## src/rtl/bcache_assoc_if.sv

```systemverilog
// Fetch lookup, execute update and flush signals of the branch target cache.
interface bcache_assoc_if #(
    parameter int unsigned addr_width = 12
);
    logic [addr_width-1:0] addr;
    logic                  taken;
    logic                  not_taken;
    logic [addr_width-1:0] pc;
    logic [addr_width-1:0] jump_vec;
    logic                  flush;
    logic                  flush_busy;
    logic                  predict_hit;
    logic                  predict_taken;
    logic [addr_width-1:0] predict_target;

    modport master (
        output addr, taken, not_taken, pc, jump_vec, flush,
        input  flush_busy, predict_hit, predict_taken, predict_target
    );

    modport slave (
        input  addr, taken, not_taken, pc, jump_vec, flush,
        output flush_busy, predict_hit, predict_taken, predict_target
    );
endinterface

```

## src/rtl/bcache_assoc.sv

```systemverilog
// N-way set-associative branch target cache with saturating counters,
// per-set round-robin replacement and a one-set-per-cycle flush sequencer.
module bcache_assoc #(
    parameter int unsigned addr_width    = 12,
    parameter int unsigned sets          = 4,
    parameter int unsigned ways          = 2,
    parameter int unsigned counter_width = 2
) (
    input logic           clk,
    input logic           reset,
    bcache_assoc_if.slave bus
);
    localparam int unsigned aw = addr_width;
    localparam int unsigned cw = counter_width;
    localparam int unsigned iw = $clog2(sets);
    localparam int unsigned tw = addr_width - iw;
    localparam int unsigned ww = (ways > 1) ? $clog2(ways) : 1;

    typedef enum logic {IDLE, FLUSH} state_t;

    state_t        state;
    state_t        state_next;
    logic [iw-1:0] flush_set;
    logic          busy_c;
    logic          upd_en_c;

    logic [sets-1:0][ways-1:0]         valid;
    logic [sets-1:0][ways-1:0][tw-1:0] tag;
    logic [sets-1:0][ways-1:0][cw-1:0] ctr;
    logic [sets-1:0][ways-1:0][aw-1:0] target;
    logic [sets-1:0][ww-1:0]           rr_ptr;

    logic [iw-1:0]   l_idx;
    logic [tw-1:0]   l_tag;
    logic [ways-1:0] l_match;
    logic            l_hit;
    logic [ww-1:0]   l_way;

    logic [iw-1:0]   u_idx;
    logic [tw-1:0]   u_tag;
    logic [ways-1:0] u_match;
    logic            u_hit;
    logic [ww-1:0]   u_way;
    logic [ww-1:0]   victim;
    logic            any_inv;
    logic [ww-1:0]   rr_next;
    logic [cw-1:0]   u_ctr;
    logic [cw-1:0]   ctr_inc;
    logic [cw-1:0]   ctr_dec;

    assign l_idx = bus.addr[iw-1:0];
    assign l_tag = bus.addr[aw-1:iw];
    assign u_idx = bus.pc[iw-1:0];
    assign u_tag = bus.pc[aw-1:iw];

    always_ff @(posedge clk) begin
        if (reset) state <= IDLE;
        else       state <= state_next;
    end

    always_comb begin
        state_next = state;
        case (state)
            IDLE:    if (bus.flush) state_next = FLUSH;
            FLUSH:   if (flush_set == iw'(sets - 1)) state_next = IDLE;
            default: state_next = IDLE;
        endcase
    end

    always_comb begin
        busy_c   = 1'b0;
        upd_en_c = 1'b0;
        case (state)
            IDLE:    upd_en_c = bus.taken || bus.not_taken;
            FLUSH:   busy_c   = 1'b1;
            default: busy_c   = 1'b0;
        endcase
    end

    assign bus.flush_busy = busy_c;

    // sets is a power of two, so the walk wraps back to 0 on its own
    always_ff @(posedge clk) begin
        if (reset)       flush_set <= '0;
        else if (busy_c) flush_set <= flush_set + iw'(1);
    end

    // Tag match on both ports; at most one way may match
    always_comb begin
        l_match = '0;
        l_hit   = 1'b0;
        l_way   = '0;
        u_match = '0;
        u_hit   = 1'b0;
        u_way   = '0;
        for (int unsigned w = 0; w < ways; w++) begin
            l_match[ww'(w)] = valid[l_idx][ww'(w)] && (tag[l_idx][ww'(w)] == l_tag);
            u_match[ww'(w)] = valid[u_idx][ww'(w)] && (tag[u_idx][ww'(w)] == u_tag);
            if (l_match[ww'(w)]) begin
                l_hit = 1'b1;
                l_way = ww'(w);
            end
            if (u_match[ww'(w)]) begin
                u_hit = 1'b1;
                u_way = ww'(w);
            end
        end
    end

    always_comb begin
        victim  = rr_ptr[u_idx];
        any_inv = 1'b0;
        for (int unsigned w = 0; w < ways; w++) begin
            if (!valid[u_idx][ww'(w)] && !any_inv) begin
                victim  = ww'(w);
                any_inv = 1'b1;
            end
        end
        rr_next = (rr_ptr[u_idx] == ww'(ways - 1)) ? '0 : rr_ptr[u_idx] + ww'(1);
        u_ctr   = ctr[u_idx][u_way];
        ctr_inc = (u_ctr == '1) ? u_ctr : u_ctr + cw'(1);
        ctr_dec = (u_ctr == '0) ? u_ctr : u_ctr - cw'(1);
    end

    // Lookup reads the array as it stood before this edge's update
    always_ff @(posedge clk) begin
        if (reset || busy_c) begin
            bus.predict_hit    <= 1'b0;
            bus.predict_taken  <= 1'b0;
            bus.predict_target <= '0;
        end else begin
            bus.predict_hit    <= l_hit;
            bus.predict_taken  <= l_hit && ctr[l_idx][l_way][cw-1];
            bus.predict_target <= l_hit ? target[l_idx][l_way] : '0;
        end
    end

    always_ff @(posedge clk) begin
        if (reset) begin
            valid  <= '0;
            tag    <= '0;
            ctr    <= '0;
            target <= '0;
            rr_ptr <= '0;
        end else if (busy_c) begin
            valid[flush_set]  <= '0;
            rr_ptr[flush_set] <= '0;
        end else if (upd_en_c) begin
            if (u_hit) begin
                if (bus.taken) begin
                    ctr[u_idx][u_way]    <= ctr_inc;
                    target[u_idx][u_way] <= bus.jump_vec;
                end else begin
                    ctr[u_idx][u_way]    <= ctr_dec;
                    target[u_idx][u_way] <= bus.pc + aw'(1);
                end
            end else if (bus.taken) begin
                valid[u_idx][victim]  <= 1'b1;
                tag[u_idx][victim]    <= u_tag;
                ctr[u_idx][victim]    <= '1;
                target[u_idx][victim] <= bus.jump_vec;
                if (!any_inv) rr_ptr[u_idx] <= rr_next;
            end
        end
    end

    a_excl_dir: assert property (@(posedge clk) disable iff (reset) !(bus.taken && bus.not_taken));
    a_l_onehot: assert property (@(posedge clk) disable iff (reset) $onehot0(l_match));
    a_u_onehot: assert property (@(posedge clk) disable iff (reset) $onehot0(u_match));
endmodule
```

## src/flat_wrapper.sv

```systemverilog
// flat-port wrapper written by rule: the top's interface ports become plain ports
module bcache_assoc_flat 
#(
    parameter int unsigned addr_width    = 12,
    parameter int unsigned sets          = 4,
    parameter int unsigned ways          = 2,
    parameter int unsigned counter_width = 2
)
  (clk, reset, bus_addr, bus_taken, bus_not_taken, bus_pc, bus_jump_vec, bus_flush, bus_flush_busy, bus_predict_hit, bus_predict_taken, bus_predict_target);
  bcache_assoc_if #(.addr_width(addr_width)) bus_i ();
  input logic clk;
  input logic reset;
  input wire logic [$bits(bus_i.addr)-1:0] bus_addr;
  input wire logic [$bits(bus_i.taken)-1:0] bus_taken;
  input wire logic [$bits(bus_i.not_taken)-1:0] bus_not_taken;
  input wire logic [$bits(bus_i.pc)-1:0] bus_pc;
  input wire logic [$bits(bus_i.jump_vec)-1:0] bus_jump_vec;
  input wire logic [$bits(bus_i.flush)-1:0] bus_flush;
  output wire logic [$bits(bus_i.flush_busy)-1:0] bus_flush_busy;
  output wire logic [$bits(bus_i.predict_hit)-1:0] bus_predict_hit;
  output wire logic [$bits(bus_i.predict_taken)-1:0] bus_predict_taken;
  output wire logic [$bits(bus_i.predict_target)-1:0] bus_predict_target;
  assign bus_i.addr = bus_addr;
  assign bus_i.taken = bus_taken;
  assign bus_i.not_taken = bus_not_taken;
  assign bus_i.pc = bus_pc;
  assign bus_i.jump_vec = bus_jump_vec;
  assign bus_i.flush = bus_flush;
  assign bus_flush_busy = bus_i.flush_busy;
  assign bus_predict_hit = bus_i.predict_hit;
  assign bus_predict_taken = bus_i.predict_taken;
  assign bus_predict_target = bus_i.predict_target;
  bcache_assoc #(.addr_width(addr_width), .sets(sets), .ways(ways), .counter_width(counter_width)) u_core (.clk(clk), .reset(reset), .bus(bus_i));
endmodule
```

## config.mk

```make
export PLATFORM = sky130hd
export DESIGN_NAME = bcache_assoc_flat
export DESIGN_NICKNAME = d
export VERILOG_FILES = /design/src/rtl/bcache_assoc_if.sv /design/src/rtl/bcache_assoc.sv /design/src/flat_wrapper.sv
export SDC_FILE = /design/constraint.sdc
export NUM_CORES = 1
export LEC_CHECK = 0
export CAP_MARGIN = 20
export CORE_ASPECT_RATIO = 0.5
export CORE_MARGIN = 5
export CORE_UTILIZATION = 40
export CTS_CLUSTER_SIZE = 40
export DETAILED_ROUTE_END_ITERATION = 7
export GPL_TIMING_DRIVEN = 0
export SLEW_MARGIN = 40
export SYNTH_ARGS = -nofsm -noshare
export SYNTH_HDL_FRONTEND = slang
export SYNTH_SLANG_ARGS = --single-unit
```

## constraint.sdc

```tcl
create_clock -name clk -period 4.1 [get_ports clk]
set_input_delay 0.41 -clock clk [delete_from_list [all_inputs] [get_ports clk]]
set_output_delay 0.41 -clock clk [all_outputs]
set_load 0.02 [all_outputs]
```

Word-level counts from Yosys, hierarchy flattened
Index checks and enable logic that the tools add are counted.
- word-level logic and storage cells: 184
- register bits after elaboration: 221
- input port bits: 41
- add/sub/neg operators: 5
- muxes and demuxes: 92
- magnitude comparators: 10
- eq/ne operators: 8
- reductions and logical operators: 22
- bitwise logic cells: 10
- operator list (cell ; count):
    $bwmux W96 ; 3
    $mux W96 ; 3
    $demux W24 S2 ; 2
    $bmux W20 S2 ; 2
    $bwmux W80 ; 1
    $mux W24 ; 3
    $mux W20 ; 3
    $bmux W24 S2 ; 1
    $mux W12 ; 4
    $mux W16 ; 3
    $demux W20 S2 ; 1
    $eq A10 B10 Y1 ; 4
    $mux W4 ; 9
    $bwmux W16 ; 2
    $mux W8 ; 4
    $demux W12 S1 ; 2
    $mux W2 ; 12
    $mux W1 ; 19
    $bmux W4 S2 ; 2
    $demux W4 S2 ; 2
    $or A16 B16 Y16 ; 1
    $add A12 B1 Y12 const B ; 1
    $demux W10 S1 ; 1
    $logic_and A1 B1 Y1 ; 10
    31 further kinds ; 52

Logic depth before layout (Yosys ltp)
Gate-level depths: netlist of the first run.
- word-level depth: 16
- depth in mapped cells: 12
- depth with buffers taken out: 7

Least setup slack after synthesis of the first run
Ideal clock, no wire load.
- path type: in2reg
- start point: input port bus_pc[1]
- end point: register u_core.target[10] in the netlist's numbering
- setup slack: 1.125 ns
- cell stages on the path: 12
- buffers on the path: 5
- arrival time: 2.887 ns
- path through: buf_2 -> buf_2 -> buf_2 -> mux4_2 -> xnor2_1 -> nand4_1 -> or3_4 -> buf_6 -> a211oi_4 -> buf_6 -> nand2_1 -> a311oi_2
- longest elaborated chain between the ends: 14
- ends and longest elaborated chain (what ; RTL line ; source):
    start: declaration ; flat_wrapper.sv:16 ; input wire logic [$bits(bus_i.pc)-1:0] bus_pc;
    $bmux W20 S2 or $bmux W2 S2 (tied branches) ; bcache_assoc.sv:98, bcache_assoc.sv:114 ;
    $mux W20 (not written as such) or $mux W2 (tied branches) ; bcache_assoc.sv:98, bcache_assoc.sv:114 ;
    $eq A10 B10 Y1 or $logic_not A1 Y1 (tied branches) ; bcache_assoc.sv:98, bcache_assoc.sv:114 ;
    $logic_and A1 B1 Y1 (on tied branches) ; bcache_assoc.sv:98, bcache_assoc.sv:114 ;
    $mux W1 (on tied branches) ; bcache_assoc.sv:103, bcache_assoc.sv:114 ;
    $lt A1 B2 Y1 (not written as such), or another cell as far along ; bcache_assoc.sv:152, bcache_assoc.sv:155 ;
    $logic_and A1 B1 Y1 (on tied branches) ; bcache_assoc.sv:152, bcache_assoc.sv:155, bcache_assoc.sv:161 ;
    $mux W12 (on tied branches) ; bcache_assoc.sv:152, bcache_assoc.sv:155, bcache_assoc.sv:161 ;
    $demux W12 S1 ; - ;
    $mux W24 (on tied branches) ; bcache_assoc.sv:152, bcache_assoc.sv:155, bcache_assoc.sv:161 ;
    $demux W24 S2 ; - ;
    $bwmux W96 (on tied branches) ; bcache_assoc.sv:155, bcache_assoc.sv:152, bcache_assoc.sv:161 ;
    $mux W96 (on tied branches) ; bcache_assoc.sv:150, bcache_assoc.sv:157 ;
    $mux W96 ; bcache_assoc.sv:149 ; if (u_hit) begin
    end signal: indexed assignment ; bcache_assoc.sv:152 ; target[u_idx][u_way] <= bus.jump_vec;
    end signal: indexed assignment ; bcache_assoc.sv:155 ; target[u_idx][u_way] <= bus.pc + aw'(1);
    end signal: indexed assignment ; bcache_assoc.sv:161 ; target[u_idx][victim] <= bus.jump_vec;
    end: declaration ; bcache_assoc.sv:30 ; logic [sets-1:0][ways-1:0][aw-1:0] target;
Several ways; a longest one is shown, not always the timed one. The select of a mux whose other input is x is not followed.
A chain may end at the register's enable or synchronous reset.

Final worst setup path of the first run
- start point: input port bus_pc[1]
- end point: register u_core.tag[5] in the netlist's numbering
- longest elaborated chain between the ends: 12
- ends and longest elaborated chain (what ; RTL line ; source):
    $bmux W2 S2 ; bcache_assoc.sv:98, bcache_assoc.sv:114 ;
    $mux W2 (not written as such) ; bcache_assoc.sv:98, bcache_assoc.sv:114 ;
    $logic_not A1 Y1 ; bcache_assoc.sv:114 ; if (!valid[u_idx][ww'(w)] && !any_inv) begin
    $logic_and A1 B1 Y1 ; bcache_assoc.sv:114 ;
    $mux W1 ; bcache_assoc.sv:114 ;
    $lt A1 B2 Y1 (not written as such) or $ge A1 B1 Y1 (tied branches) ; bcache_assoc.sv:159 ; tag[u_idx][victim] <= u_tag;
    $logic_and A1 B1 Y1 (not written as such) ; bcache_assoc.sv:159 ;
    $mux W10 (not written as such) ; bcache_assoc.sv:159 ;
    $demux W10 S1 ; - ;
    $mux W20 (not written as such) ; bcache_assoc.sv:159 ;
    $demux W20 S2 ; - ;
    $bwmux W80 ; bcache_assoc.sv:159 ;
    end signal: indexed assignment ; bcache_assoc.sv:159 ;
    end: declaration ; bcache_assoc.sv:28 ; logic [sets-1:0][ways-1:0][tw-1:0] tag;
Several ways; a longest one is shown, not always the timed one. The select of a mux whose other input is x is not followed.

==> flow_metrics.tcl, run 1 <==
set metrics [dict create \
    seq_area_sq_mm 0.00442 \
    yosys-top-cells-count "dfxtp_1, a21oi_1, nand4_1" \
    cts_inserted_buffers 24 \
    fmax_ghz 0.252 \
    peakVddDrop_v 0.000223 \
    totalPowerFinal_uw 5310 \
    drtAntennaViolNets 0 \
    outcome "complete, no violations" \
    antenna_found_initial 0 \
    clk_latency_ps 550 \
    dp_slack_ps -680 \
    clockBufferDepth 3 \
    coreArea_sq_mm 0.0318 \
    dr.pass1.iters 5 \
    synth_top_cell_by_area "dfxtp_1" \
    postLayoutCellArea_sq_mm 0.0149 \
    grt_max_degree 15 \
    dpl_cell_area_sq_mm 0.0140 \
    fillers 3015 \
    area_growth_pct 15.4 \
    start_util_pct 40.8 \
    synth-seq-area-share_pct 34.2 \
    clock_power_share_pct 44.4 \
    synthArstFlopShare_pct 0 \
    portBuffers 49 \
    synth_edf_count 0 \
    synth_area_leaders "dfxtp_1, mux4_2, nand4_1" \
    synth_top_area_share_pct 34.2 \
    power.share.switching_pct 28.6 \
    overflow 0 \
    worstPathArrival_ps 4450 \
    synth_nets 1457 \
    first_global_vias 12584 \
    layout_min_cycle_time_ps 3970 \
    crit_required_ps 4570 \
    multiInputGateArea_sq_mm 0.00770 \
    grt_pass1_wl_microns 81600 \
    fin_nets 1537 \
    powerDensity_mw_per_mm2 355 \
    vias 13206 \
    htree_levels 1 \
    num_antenna_cells 0 \
    clock_sinks 221 \
    whs_ps 477 \
    grt_use_total_pct 29.4 \
    ys_ff_latch 221 \
    drc 0 \
    yosysMostFrequentCell "dfxtp_1" \
    hpwl_microns 40500 \
    finalCritPeriodShare_pct 96.9 \
    power.leakage_uw 0.00446 \
    drt-total-wl_microns 55100 \
    p_switching_uw 1520 \
    hold_path_class "in2reg" \
    hold_violations 0 \
    postSynthCellCount 1408 \
    synth-main-ff-cell "dfxtp_1" \
    endpoint_kind "flop" \
    netlist_area_sq_mm 0.0129 \
    crit_buf_inv 6 \
    cp_top_family "buffers and inverters" \
    die_h_microns 137 \
    post-route-util_pct 47.0 \
    rows 46 \
    die_area_sq_mm 0.0363 \
    drive_gt1_share_pct 14.3 \
    combPwrFrac_pct 13.7 \
    finalSetupViolations 0 \
    cap_viol_max_count 0 \
    cts_root_buffer "clkbuf_16" \
    yosysWarnings 0 \
    cp-start-kind "primary input" \
    place.gp.congestion 1.01 \
    cts_tree "yes" \
    rsz0062_at_grt "no" \
    report.final.slew_viol_count 0 \
    cp_slowest_stage_delay_ps 650 \
    crit_fanout 10 \
    layout_setup_ws_ps 126 \
    syn_avg_cell_area_sq_um 9.20 \
    worstPathCellList "clkdlybuf4s50_1 > buf_2 > clkbuf_4 > clkbuf_4 > mux4_1 > o21ai_2 > clkbuf_1 > clkbuf_1 > nand4_1 > a21oi_1" \
    post_drt_wl_per_cell_microns 28.4 \
    p_int_uw 3790 \
    worst_slew_pin_slew_ps 923 \
    die_w_microns 264 \
    max-slew-margin-rel_pct 38.5 \
    drt_iter0_drc 1728 \
    clock_skew_ps 18.7 \
    r2r_setup_slack_ps 710 \
    synth_cell_types 75 \
    cp_slowest_cell "clkbuf_1" \
    seq_power_share_pct 42.0 \
    clk_transition_reported_paths_ps 60 \
    path_class "in2reg" \
    io_pins 56 \
    vias_per_cell 6.81 \
]
-- area by class of cell --
class                   instances  area share [%]
multi-input cells             987            51.6
plain buffers                 177            5.38
flip-flops and latches        221            29.6
clock buffers                  34            4.88
well taps                     432            3.62
clock inverters                10           0.771
repair buffers                 54            3.58
inverters                      23           0.578
-- power groups by stage --
stage | Sequential [uW] | Combinational, uW | Clock (uW)
after global routing | 2230 | 757 | 2450
after floorplan | 2260 | 430 | 0
final | 2230 | 726 | 2360
after detailed placement | 2280 | 695 | 0
after global placement | 2270 | 686 | 0
after CTS | 2230 | 698 | 2360
-- placed cells by master (no fill, tap or decap), types with 5 or more instances in the layout --
cell type        synthesis  layout
clkbuf_2                 0       9
a211oi_1                10      10
o21ai_1                 13      12
mux2i_1                 25      25
o21a_1                   5       5
inv_1                   23      23
a311oi_1                72      72
nand2_1                110     110
clkdlybuf4s50_1          0      49
mux2_2                   6       6
o31ai_1                 82      81
clkbuf_16                0      25
mux4_2                  65      65
clkbuf_8                 0       7
clkbuf_1               118     109
xnor2_1                 38      38
o21ai_0                 15      14
a211o_1                 12      12
buf_4                    1       5
buf_6                    6       8
ha_1                     8       8
nand4_1                143     143
nand3_1                 31      31
nor2_1                  38      36
nor3_1                  59      57
a21oi_1                143     143
a311oi_2                16      16
buf_2                   34      32
dfxtp_1                221     221
a32oi_1                  6       6
buf_1                   16      17
xor2_1                  10      10
-- logic make-up (layout without fill, tap and decap cells) --
| logic type | count (synthesis) | after routing | share of synthesized area, % |
|---|---|---|---|
| mux | 100 | 100 | 14.6 |
| buf+inv | 200 | 298 | 6.72 |
| flops | 221 | 221 | 34.2 |
| xor+xnor | 50 | 50 | 3.50 |
| fa+ha+maj | 12 | 12 | 1.08 |
| simple gates | 416 | 416 | 17.0 |
| compound gates | 409 | 409 | 23.0 |
-- sequential cells by signal, summed over array words and instances (netlist names) --
| signal | flops |
|---|---|
| u_core.rr_ptr | 4 |
| u_core.ctr | 16 |
| u_core.bus.predict_hit | 1 |
| u_core.bus.predict_taken | 1 |
| u_core.bus.predict_target | 12 |
| u_core.target | 96 |
| u_core.tag | 80 |
| u_core.flush_set | 2 |
| u_core.state | 1 |
| u_core.valid | 8 |
-- tightest hold or removal path, delay by kind of cell --
kind                   cells  cell delay (ps)
buffers and inverters      1              400
muxes                      1              120
and+or+nand+nor            1               50
-- timing repair --
action,in CTS,in global routing
hold endpoints to repair,0,0
hold buffers,0,0
cloned,0,0
gates resized for setup,4,13
setup endpoints to repair,22,126
setup buffers,0,3
pin swaps,0,2
-- through the flow --
stage | std cells | TNS [ps]
finish | 1938 | 0
global route | 1938 | 0
CTS | 1935 | 0
detailed placement | 1891 | -83960
global placement | 1889 | -93950
floorplan | 1408 | 0
-- path summary, 6_finish.rpt --
| path | startpoint | to | cells past startpoint |
|---|---|---|---|
| hold / removal | bus_flush | u_core.state$_SDFF_PP0_ | 3 |
| setup / recovery | bus_pc[1] | u_core.tag[5]$_SDFFE_PP0P_ | 10 |
| hold reg to reg | u_core.target[53]$_SDFFE_PP0P_ | u_core.target[53]$_SDFFE_PP0P_ | 2 |
| setup reg to reg | u_core.tag[76]$_SDFFE_PP0P_ | u_core.target[16]$_SDFFE_PP0P_ | 9 |
-- routing by layer --
layer	vias up	global-route usage (%)	share of wire, %
met4	0	13.8	5.5
met2	899	46.4	44
met1	6465	39.5	41
met3	168	5.69	10
met5	-	0	0
li1	5674	-	-
No activity file was read; power rests on OpenSTA's default activity.
==> run 2: changes to the inputs <==
- CORE_UTILIZATION: 40 -> 35
==> run 2 against run 1 <==
  * Non-clock buffer count fell by 1
  * Sequential cell count did not move
  * Wire length is 6.9% lower
  * Die area grew 13%
  * Count of clock-buffer cells in the layout decreased by 8
  * Sequential power is essentially flat
  * Maximum frequency decreased by 0.61%
  * Global-route usage is 5.5 points lower
  * Critical path type unchanged
  * Largest cell class unchanged
==> flow_metrics.tcl, run 2 (synthesis gave the netlist of run 1 again) <==
set metrics [dict create \
    grt_use_total_pct 24.0 \
    rsz0062_at_grt "yes" \
    coreArea_sq_mm 0.0362 \
    drc 0 \
    portBuffers 49 \
    cts_inserted_buffers 24 \
    cap_viol_max_count 0 \
    htree_levels 1 \
    finalSetupViolations 0 \
    cts_root_buffer "clkbuf_16" \
    drt_iter0_drc 1727 \
    cp_slowest_stage_delay_ps 530 \
    top_regs "u_core.target (96), u_core.tag (80), u_core.ctr (16)" \
    power.leakage_uw 0.00449 \
    clockBufferDepth 3 \
    clock_sinks 221 \
    hold_violations 0 \
    place.gp.congestion 0.979 \
    start_util_pct 35.7 \
    crit_buf_inv 7 \
    outcome "complete, no violations" \
    die_h_microns 146 \
    clk_transition_reported_paths_ps 70 \
    post_drt_wl_per_cell_microns 25.8 \
    totalPowerFinal_uw 5490 \
    vias 12831 \
    crit_fanout 10 \
    hold_path_class "reg2reg" \
    rows 49 \
    worstPathCellList "clkdlybuf4s50_1 > buf_2 > buf_2 > inv_1 > ha_1 > clkbuf_1 > inv_1 > nor2_2 > and3_1 > clkbuf_1 > nor3_1 > a311oi_1" \
    dr.pass1.iters 6 \
    cp_slowest_cell "clkbuf_1" \
    peakVddDrop_v 0.000247 \
    area_growth_pct 16.2 \
    vias_per_cell 6.45 \
    first_global_vias 12128 \
    powerDensity_mw_per_mm2 365 \
    layout_min_cycle_time_ps 4000 \
    grt_max_degree 15 \
    antenna_found_initial 0 \
    num_antenna_cells 0 \
    max-slew-margin-rel_pct 38.8 \
    clk_latency_ps 550 \
    final_common_cell "dfxtp_1" \
    die_area_sq_mm 0.0412 \
    grt_pass1_wl_microns 77100 \
    fillers 3598 \
    ctsHoldBuffers 0 \
    cts_tree "yes" \
    finalSetupTns_ps 0 \
    path_class "in2reg" \
    finalCritPeriodShare_pct 97.5 \
    fin_cells 1988 \
    cp_top_family "buffers and inverters" \
    drt-total-wl_microns 51300 \
    worstPathArrival_ps 4450 \
    endpoint_kind "flop" \
    cp-start-kind "primary input" \
    worst_slew_pin_slew_ps 919 \
    dp.cells 1941 \
    largest_reg_flops 96 \
    hpwl_microns 37700 \
    io_pins 56 \
    die_w_microns 282 \
    fmax_ghz 0.250 \
    fin_nets 1536 \
    top_register "u_core.target" \
    crit_required_ps 4550 \
    drtAntennaViolNets 0 \
    overflow 0 \
    drive_gt1_share_pct 14.4 \
    report.final.slew_viol_count 0 \
    clock_skew_ps 16.5 \
    mostFrequentLayoutCells "dfxtp_1, a21oi_1, nand4_1" \
]
## run 2: cell count changes in the layout (fill, tap and decap cells not counted), moves of 3 or more
cell,previous run,this run
buf_1,17,14
bufinv_16,2,7
clkbuf_2,9,12
clkbuf_8,7,0
## run 2: tightest hold or removal path, cell delays in order, from the launching register on
cell and delay (ps):
dfxtp_1 310, inv_1 60, a21oi_1 60
## run 2: worst paths after layout
path | from | end | slack, ps | cells past startpoint
worst max-delay path | bus_pc[1] | u_core.target[18]$_SDFFE_PP0P_ | 100 | 12
worst min-delay path | u_core.ctr[11]$_SDFFE_PP0P_ | u_core.ctr[11]$_SDFFE_PP0P_ | 470 | 2
worst max register to register | u_core.tag[76]$_SDFFE_PP0P_ | u_core.target[94]$_SDFFE_PP0P_ | 680 | 9
worst min register to register | u_core.ctr[11]$_SDFFE_PP0P_ | u_core.ctr[11]$_SDFFE_PP0P_ | 470 | 2
## run 2: layout make-up
type	count	area (sq um)	share of cell area (%)
inverter	23	86.3	0.574
clock inverter	17	278	1.85
timing repair buffer	53	520	3.46
multi-input combinational	987	7700	51.2
clock buffer	26	629	4.18
buffer	177	802	5.33
tap	484	606	4.03
sequential	221	4420	29.4
## run 2: report_power, final
| part | switching (uW) | internal, uW |
|---|---|---|
| registers | 35.6 | 2190 |
| logic | 476 | 227 |
| clock network | 1000 | 1560 |
| total | 1510 | 3980 |
## run 2: per-layer routing
metal	GRT usage (%)	wire, microns	up-vias
met1	32.6	21200	6280
met5	0	0	-
li1	-	-	5680
met3	5.67	5270	109
met2	37.7	22900	762
met4	8.00	1890	0
## run 2: stage by stage
step           util (%)  setup slack (ps)  area, sq um  hold slack [ps]
2_1_floorplan         -              1120        12900              433
3_3_place_gp       38.8              -689        14000              465
3_5_place_dp       38.8              -690        14100              470
4_1_cts            41.3              43.9        15000              481
5_1_grt            41.5            -0.486        15000              503
6_report           41.5               102        15000              475
## run 2: timing repair
action / in CTS / in global routing
setup buffers: 0 / 4
pin swaps: 0 / 1
endpoints found under the setup margin: 28 / 99
resized for setup: 3 / 22
